--- config.mk ---
export PLATFORM = sky130hd
export DESIGN_NAME = store_buffer_unit
export DESIGN_NICKNAME = d
export VERILOG_FILES = /design/src/rtl/store_buffer_unit.sv
export SDC_FILE = /design/constraint.sdc
export NUM_CORES = 1
export LEC_CHECK = 0
export CORE_MARGIN = 2
export CORE_UTILIZATION = 45
export DETAILED_ROUTE_END_ITERATION = 8
export GPL_TIMING_DRIVEN = 1
export PLACE_DENSITY = 0.68
export SYNTH_ARGS = -nofsm -noshare
export SYNTH_HDL_FRONTEND = slang
export SYNTH_SLANG_ARGS = --single-unit
--- constraint.sdc ---
create_clock -name clk -period 10.9 [get_ports clk]
set_clock_uncertainty 0.15 [all_clocks]
set_input_delay 1.635 -clock clk [delete_from_list [all_inputs] [get_ports clk]]
set_output_delay 1.635 -clock clk [all_outputs]
set_load 0.02 [all_outputs]
--- src/rtl/store_buffer_unit.sv ---
// store_buffer_unit
//   Store path between the execute stage and the data-memory write port.
//   Incoming stores are formatted into lane-positioned data and byte
//   enables, checked for alignment/legality, and queued in a DEPTH-entry
//   FIFO that drains to memory over a valid/ready handshake. Loads are
//   checked against all pending entries at word granularity.
//
// Ports
//   clk, rst_n                 clock (rising edge), synchronous active-low reset
//   st_valid/st_ready          store request handshake
//   st_type                    00=SB 01=SH 10=SW 11=SD
//   st_addr, st_data           byte address and rs2 data
//   st_err_valid/st_err_addr   one-cycle pulse for misaligned/illegal stores
//   mem_valid/mem_ready        head-entry handshake toward memory
//   mem_addr/mem_wdata/mem_be  head entry: aligned address, data, byte enables
//   ld_addr/ld_conflict        load word address and pending-store match flag
//   flush                      discard all buffered entries
//   count, empty               occupancy
module store_buffer_unit #(
  parameter int XLEN   = 32,
  parameter int DEPTH  = 4,
  parameter int ADDR_W = 32
) (
  input  logic                      clk,
  input  logic                      rst_n,
  input  logic                      st_valid,
  output logic                      st_ready,
  input  logic [1:0]                st_type,
  input  logic [ADDR_W-1:0]         st_addr,
  input  logic [XLEN-1:0]           st_data,
  output logic                      st_err_valid,
  output logic [ADDR_W-1:0]         st_err_addr,
  output logic                      mem_valid,
  input  logic                      mem_ready,
  output logic [ADDR_W-1:0]         mem_addr,
  output logic [XLEN-1:0]           mem_wdata,
  output logic [XLEN/8-1:0]         mem_be,
  input  logic [ADDR_W-1:0]         ld_addr,
  output logic                      ld_conflict,
  input  logic                      flush,
  output logic [$clog2(DEPTH):0]    count,
  output logic                      empty
);

  localparam int NB  = XLEN / 8;
  localparam int OFS = $clog2(NB);
  localparam int PW  = $clog2(DEPTH);
  localparam int CW  = PW + 1;

  logic [ADDR_W-1:0] ent_addr  [DEPTH];
  logic [XLEN-1:0]   ent_wdata [DEPTH];
  logic [NB-1:0]     ent_be    [DEPTH];
  logic [DEPTH-1:0]  ent_valid;

  logic [PW-1:0]     head;
  logic [PW-1:0]     tail;

  logic [OFS-1:0]    off;
  logic [NB-1:0]     be_base;
  logic [NB-1:0]     fmt_be;
  logic [XLEN-1:0]   data_mask;
  logic [XLEN-1:0]   fmt_wdata;
  logic [ADDR_W-1:0] aligned_addr;
  logic              illegal;
  logic              misaligned;
  logic              req;
  logic              fire;
  logic              err_req;
  logic              drain;
  logic [ADDR_W-1:0] ld_word;

  // Store formatting: build an unshifted mask of the low `size` lanes, then
  // shift both enables and masked data up to the addressed lane so every
  // unused lane stays zero.
  always_comb begin
    off       = st_addr[OFS-1:0];
    be_base   = '0;
    data_mask = '0;
    for (int i = 0; i < NB; i++) begin
      be_base[i]          = (i < (1 << st_type));
      data_mask[8*i +: 8] = {8{be_base[i]}};
    end
    fmt_be       = be_base << off;
    fmt_wdata    = (st_data & data_mask) << {off, 3'b000};
    aligned_addr = {st_addr[ADDR_W-1:OFS], {OFS{1'b0}}};
  end

  // Legality and alignment. SD only exists on a 64-bit datapath; each size
  // must sit on its own natural boundary.
  always_comb begin
    illegal = (st_type == 2'b11) && (XLEN < 64);
    case (st_type)
      2'b01:   misaligned = st_addr[0];
      2'b10:   misaligned = |st_addr[1:0];
      2'b11:   misaligned = |st_addr[2:0];
      default: misaligned = 1'b0;
    endcase
  end

  // Handshake decode. st_ready depends only on registered occupancy, so a
  // same-cycle drain never opens a slot for a store in that cycle. Because
  // fire needs !full and drain needs !empty, head and tail differ whenever
  // both happen together.
  always_comb begin
    st_ready  = (count != CW'(DEPTH));
    mem_valid = (count != '0);
    empty     = (count == '0);
    req       = st_valid && st_ready;
    fire      = req && !illegal && !misaligned;
    err_req   = req && (illegal || misaligned);
    drain     = mem_valid && mem_ready;
    mem_addr  = ent_addr[head];
    mem_wdata = ent_wdata[head];
    mem_be    = ent_be[head];
  end

  // Word-granular load hazard check against every live entry. Entry
  // addresses are already word aligned, so shifting both sides compares
  // only the word-index bits.
  always_comb begin
    ld_word     = ld_addr >> OFS;
    ld_conflict = 1'b0;
    for (int i = 0; i < DEPTH; i++) begin
      if (ent_valid[i] && ((ent_addr[i] >> OFS) == ld_word)) begin
        ld_conflict = 1'b1;
      end
    end
  end

  // FIFO state. Flush wins over any same-cycle enqueue or dequeue; the
  // memory side may still have taken the head that cycle, but the buffer
  // simply forgets everything.
  always_ff @(posedge clk) begin
    if (!rst_n) begin
      head      <= '0;
      tail      <= '0;
      count     <= '0;
      ent_valid <= '0;
      for (int i = 0; i < DEPTH; i++) begin
        ent_addr[i]  <= '0;
        ent_wdata[i] <= '0;
        ent_be[i]    <= '0;
      end
    end else if (flush) begin
      head      <= '0;
      tail      <= '0;
      count     <= '0;
      ent_valid <= '0;
    end else begin
      if (fire) begin
        ent_addr[tail]  <= aligned_addr;
        ent_wdata[tail] <= fmt_wdata;
        ent_be[tail]    <= fmt_be;
        ent_valid[tail] <= 1'b1;
        tail            <= tail + 1'b1;
      end
      if (drain) begin
        ent_valid[head] <= 1'b0;
        head            <= head + 1'b1;
      end
      case ({fire, drain})
        2'b10:   count <= count + 1'b1;
        2'b01:   count <= count - 1'b1;
        default: count <= count;
      endcase
    end
  end

  // Error pulse: raised for one cycle after a rejected request. The address
  // is held afterwards so it can still be read once the pulse has dropped.
  // Flush does not touch this path.
  always_ff @(posedge clk) begin
    if (!rst_n) begin
      st_err_valid <= 1'b0;
      st_err_addr  <= '0;
    end else begin
      st_err_valid <= err_req;
      if (err_req) begin
        st_err_addr <= st_addr;
      end
    end
  end

endmodule

Word level (Yosys, flattened, before mapping)
Memory sizes are Yosys's and may differ from the RTL's. A register that Yosys moved wholly into a read port is not among the register bits.
Cells that the tools add are included.
W data, S select, Z words.
{"block": "op_classes", "n_reduce_logical": 23, "shift": 3, "n_bitwise": 5, "n_addsub": 4, "muxes": 34, "n_eq_ne": 10, "multipliers": 0, "div": 0, "magnitude_cmp": 8}
{"operator": "$eq A30 B30 Y1", "n": 4}
{"operator": "$lt A3 B32 Y1 const A", "n": 2}
{"operator": "$and A32 B32 Y32", "n": 1}
{"operator": "$lt A1 B32 Y1 const A", "n": 1}
{"operator": "$lt A2 B32 Y1 const A", "n": 1}
{"operator": "$mux W32", "n": 1}
{"operator": "$reduce_or A32 Y1", "n": 1}
{"operator": "$shl A1 B2 Y32 const A", "n": 1}
{"operator": "$shl A32 B5 Y32", "n": 1}
{"operator": "$mux W30", "n": 1}
{"operator": "$reduce_or A30 Y1", "n": 1}
{"operator": "$mux W4", "n": 5}
{"operator": "$mux W2", "n": 9}
{"operator": "$mux W1", "n": 14}
{"operator": "$logic_and A1 B1 Y1", "n": 11}
{"operator": "$eq A2 B2 Y1 const B", "n": 3}
{"operator": "$lt A2 B3 Y1 const B", "n": 2}
{"operator": "$pmux W3 S2", "n": 1}
{"operator": "$add A2 B1 Y2 const B", "n": 2}
{"operator": "$and A4 B4 Y4", "n": 1}
{"operator": "$demux W1 S2", "n": 2}
{"operator": "$eq A2 B1 Y1 const B", "n": 2}
{"operator": "$ge A2 B1 Y1 const B", "n": 2}
{"operator": "$not A4 Y4", "n": 1}
{"operator": "other kinds (15)", "n": 17}
{"block": "word_totals", "input_bits": 103, "memories": 3, "ff_bits": 44, "output_inout_bits": 108, "mem_bits_rw": 264, "latch_bits": 0, "mem_bits_ro": 0, "wordCells": 96}
{"memory": "ent_wdata", "words": 4, "width": 32, "rd": 1, "rd_clocked_by_memory_dff": 1, "wr": 4, "line_no": "51", "source": "logic [XLEN-1:0] ent_wdata [DEPTH];"}
{"memory": "ent_addr", "words": 4, "width": 30, "rd": 5, "rd_clocked_by_memory_dff": 1, "wr": 4, "line_no": "50", "source": "logic [ADDR_W-1:0] ent_addr [DEPTH];"}
{"memory": "ent_be", "words": 4, "width": 4, "rd": 1, "rd_clocked_by_memory_dff": 1, "wr": 4, "line_no": "52", "source": "logic [NB-1:0] ent_be [DEPTH];"}

Logic depth before layout (Yosys ltp)
{"block": "depth", "ltp_word": 10, "mapped_depth": 10, "ltp_nobuf": 10}

Least setup slack after synthesis
Ideal clock, no wire load.
{"block": "synth_path", "path_kind": "input port to flip-flop", "startpoint": "in st_addr[1]", "endpoint": "mem ent_addr[3][0] (netlist bit), enable pin", "t_arrival_ns": 7.384, "required_time_ns": 10.162, "slack_ns": 2.778, "path_stages": 5, "setup_time_ns": 0.588, "n_path_buf": 0, "cell_sequence": "o21a_1 o22a_1 nor2_1 inv_1 o31ai_1"}
{"element": "start, declared", "line_no": "29", "source": "input logic [ADDR_W-1:0] st_addr,"}
{"element": "end, declared", "line_no": "50"}

Worst setup path after layout
{"block": "layout_path", "startpoint": "in ld_addr[17]", "endpoint": "out ld_conflict"}
{"block": "layout_via", "elab_chain_len": 6, "word_cells_on_any_way": 12, "cone_classes": "eq/ne: 4; mux: 4; reduce/logical: 4"}
{"element": "start, declared", "line_no": "38", "source": "input logic [ADDR_W-1:0] ld_addr,"}
{"element": "$eq A30 B30 Y1", "line_no": "124", "source": "if (ent_valid[i] && ((ent_addr[i] >> OFS) == ld_word)) begin"}
{"element": "$logic_and A1 B1 Y1", "line_no": "124"}
{"element": "$mux W1 (3 in series)", "line_no": "124"}
{"element": "$mux W1 *", "line_no": "124"}
{"element": "end, declared", "line_no": "39", "source": "output logic ld_conflict,"}
Every way passes the cells marked *; elsewhere a longest branch is shown, timed or not.

==> impl_metrics.tcl <==
set metrics [dict create \
    grt_max_degree 76 \
    post_cts_buffers 0 \
    gp_routability_congestion 0.899 \
    synth_top_area_share_pct 53.5 \
    ys_top_cells_by_area "edfxtp_1 53%, mux4_2 10%, dfxtp_1 6.2%, xnor2_1 4.6%, and2_1 4.0%" \
    final_cells 1781 \
    yosys_register_bits 310 \
    rsz0062_at_grt "false" \
    hold_viol 0 \
    port_buffers 206 \
    ys_async_sr_fraction_pct 0 \
    ys_seq_area_share_pct 59.7 \
    synth-simple-area-share_pct 14.3 \
    root_buffer "clkbuf_16" \
    post_dp_cell_area_sq_um 17300 \
    antenna_found_initial 2 \
    synthCells 1137 \
    cts_max_path_buffers 3 \
    core-area_sq_um 32500 \
    synth_most_common_cell "edfxtp_1" \
    synth_top_family_by_area "simple AND/OR/NAND/NOR gates" \
    fp.dieW_um 185 \
    wirelength_um 40900 \
    ys_types 44 \
    dp_hpwl_um 26500 \
    grt.busiest_layer "met2" \
    fin_setup_tns_ns 0 \
    max_cap_viol_count 0 \
    max_freq_mhz 168 \
    wl_per_cell_um 22.9 \
    initial_core_util_pct 45.7 \
    critPathArrivalTime_ns 4.15 \
    vdd_drop_max_v 0.000102 \
    postLayoutCoreUtil_pct 56.5 \
    synth_largest_area_cell "edfxtp_1" \
    insertion_delay_ns 0.50 \
    drt-initial-drc-count 1149 \
    h-tree-depth 2 \
    regToRegEndpoint "ent_addr[1][6]$_SDFFCE_PN0P_" \
    fin_hold_ws_ns 0.315 \
    fillers 2653 \
    critical_path.endpoint "ld_conflict" \
    crit_start "ld_addr[17]" \
    critPathKind "in2out" \
    multi_input_area_sq_um 5610 \
    avgViaCountPerCell 5.50 \
    reg2reg_from "tail[0]$_SDFFE_PP0N_" \
    grt_pass1_vias 9723 \
    critPathCaptureType "output pin" \
    final_area_sq_um 18300 \
    grt_usage_pct 24.0 \
    cts_resized 0 \
    tritoncts "yes" \
    hold_class "reg2reg" \
    use_met1_pct 34.0 \
    synth_edf_count 264 \
    drcViolationCount 0 \
    layout.nets 1427 \
    met3_usage_pct 5.30 \
    status "finished, final reports clean" \
    synth.area.mux_share_pct 10.6 \
    tightest_slew_ns 1.06 \
    overflow 0 \
    synthTopCellsByCount "264 x edfxtp_1, 137 x nor2_1, 94 x and2_1, 85 x nand2_1, 78 x xnor2_1" \
    p_leak_nw 6.42 \
    start_kind "primary input" \
    syn2layout_area_growth_pct 23.8 \
    required_ns 9.12 \
    die_y_um 185 \
    hold_start "st_err_addr[22]$_SDFFE_PN0P_" \
    dr.pass1.iters 5 \
    io_pins 211 \
    drive_above_1_share_pct 11.5 \
    setup_slack_ns 4.96 \
    met2_usage_pct 37.6 \
    ys.flop_type "edfxtp_1" \
    path_max_fanout 4 \
    rows 66 \
    slew_headroom_pct 29.1 \
    slew_viol_final 0 \
    setup_viol 0 \
    vias 9787 \
    power.density_nw_per_um2 152 \
    reg2regPathDepth 6 \
    grt_pass1_wl_um 60200 \
    pre_cts_ws_ns 4.74 \
    synth_fa_ha_area_share_pct 0.895 \
    cts_buffers 34 \
    synth-compound-area-share_pct 4.31 \
    cts.sinks 310 \
    antenna_cells 0 \
    ys_warn_count 0 \
    finalPower_mw 2.79 \
    synthesis.area_sq_um 14800 \
    regArea_sq_um 8850 \
    dp.cells 1720 \
    drtAntennaViolNets 0 \
    period_share_pct 54.5 \
    synth_xor_area_share_pct 7.33 \
    fin_crit_ns 5.94 \
    rrSetupSlack_ns 6.90 \
    clkTransAtPathRegs_ns 0.06 \
    dieArea_sq_um 34400 \
    syn-mean-instance-area_sq_um 13.0 \
    cts_hold_buf 0 \
]
[routing by layer]
metal  vias up  wire length, um
met1      4861            17200
li1       4462                -
met4         4              803
met3        61             3480
met5         -               26
met2       399            19300
[area by class of cell]
type | count | share of cell area [%]
clock inverter | 14 | 0.498
inverter | 16 | 0.327
timing repair buffer | 224 | 11.9
clock buffer | 47 | 5.41
tap | 442 | 3.01
sequential | 310 | 48.3
multi-input combinational | 728 | 30.5
[layout by cell type, fill, tap and decap left out, types with 3 or more instances in the layout]
master             n
a211oi_1           5
a21boi_0          32
a21oi_1           11
a22oi_1           13
a2bb2oi_1          3
and2_1            94
and3_1            39
buf_4             18
clkbuf_1           7
clkbuf_16         37
clkbuf_8           3
clkdlybuf4s50_1  205
clkinv_1           8
clkinv_2           4
dfxtp_1           44
edfxtp_1         264
ha_1               9
inv_1             15
mux2_2             8
mux4_2            66
nand2_1           82
nand2_2            4
nand3_1            7
nand4_1           25
nor2_1           136
nor3_1             8
nor3_4             3
nor4_1            17
o21ai_0           14
o22a_1             9
or3_1              5
xnor2_1           78
xor2_1            46
[power by group]
| part | leakage, nW | internal, mW | switching, mW | total [mW] |
|---|---|---|---|---|
| combinational | 2.77 | 0.134 | 0.182 | 0.315 |
| clock | 0.527 | 0.660 | 0.452 | 1.11 |
| sequential | 3.12 | 1.33 | 0.0232 | 1.36 |
| total | 6.42 | 2.13 | 0.657 | 2.79 |
[critical path, stage by stage]
cell and delay (ns):
clkdlybuf4s50_1 0.55, xnor2_1 0.43, nand4_1 0.14, nor4_1 0.45, nand4_1 0.13, nand4_1 0.19, clkdlybuf4s50_1 0.63
[kinds of logic (layout without fill, tap and decap cells)]
group | Yosys count | in the layout
buf+inv | 100 | 301
flops | 310 | 310
xor+xnor | 124 | 124
mux | 74 | 74
compound gates | 92 | 92
other cells | 1 | 2
simple gates | 426 | 426
fa+ha+maj | 10 | 10
[worst min-delay path by stage]
stage	endpoint	slack, ns	depth (start not counted)
finish	st_err_addr[22]$_SDFFE_PN0P_	0.31	2
global route	st_err_addr[28]$_SDFFE_PN0P_	0.34	2
CTS	st_err_addr[22]$_SDFFE_PN0P_	0.32	2
detailed placement	st_err_addr[22]$_SDFFE_PN0P_	0.31	2
global placement	st_err_addr[25]$_SDFFE_PN0P_	0.30	2
floorplan	ent_valid[0]$_SDFF_PP0_	0.34	2
[sequential cells by signal, summed over array words and instances (netlist names), named ones only]
signal and flops:
tail 2, ent_valid 4, ent_addr 120, count 3
head 2, ent_be 16, st_err_valid 1, st_err_addr 32
ent_wdata 128
Note: power is estimated with default switching activity, not from simulation.
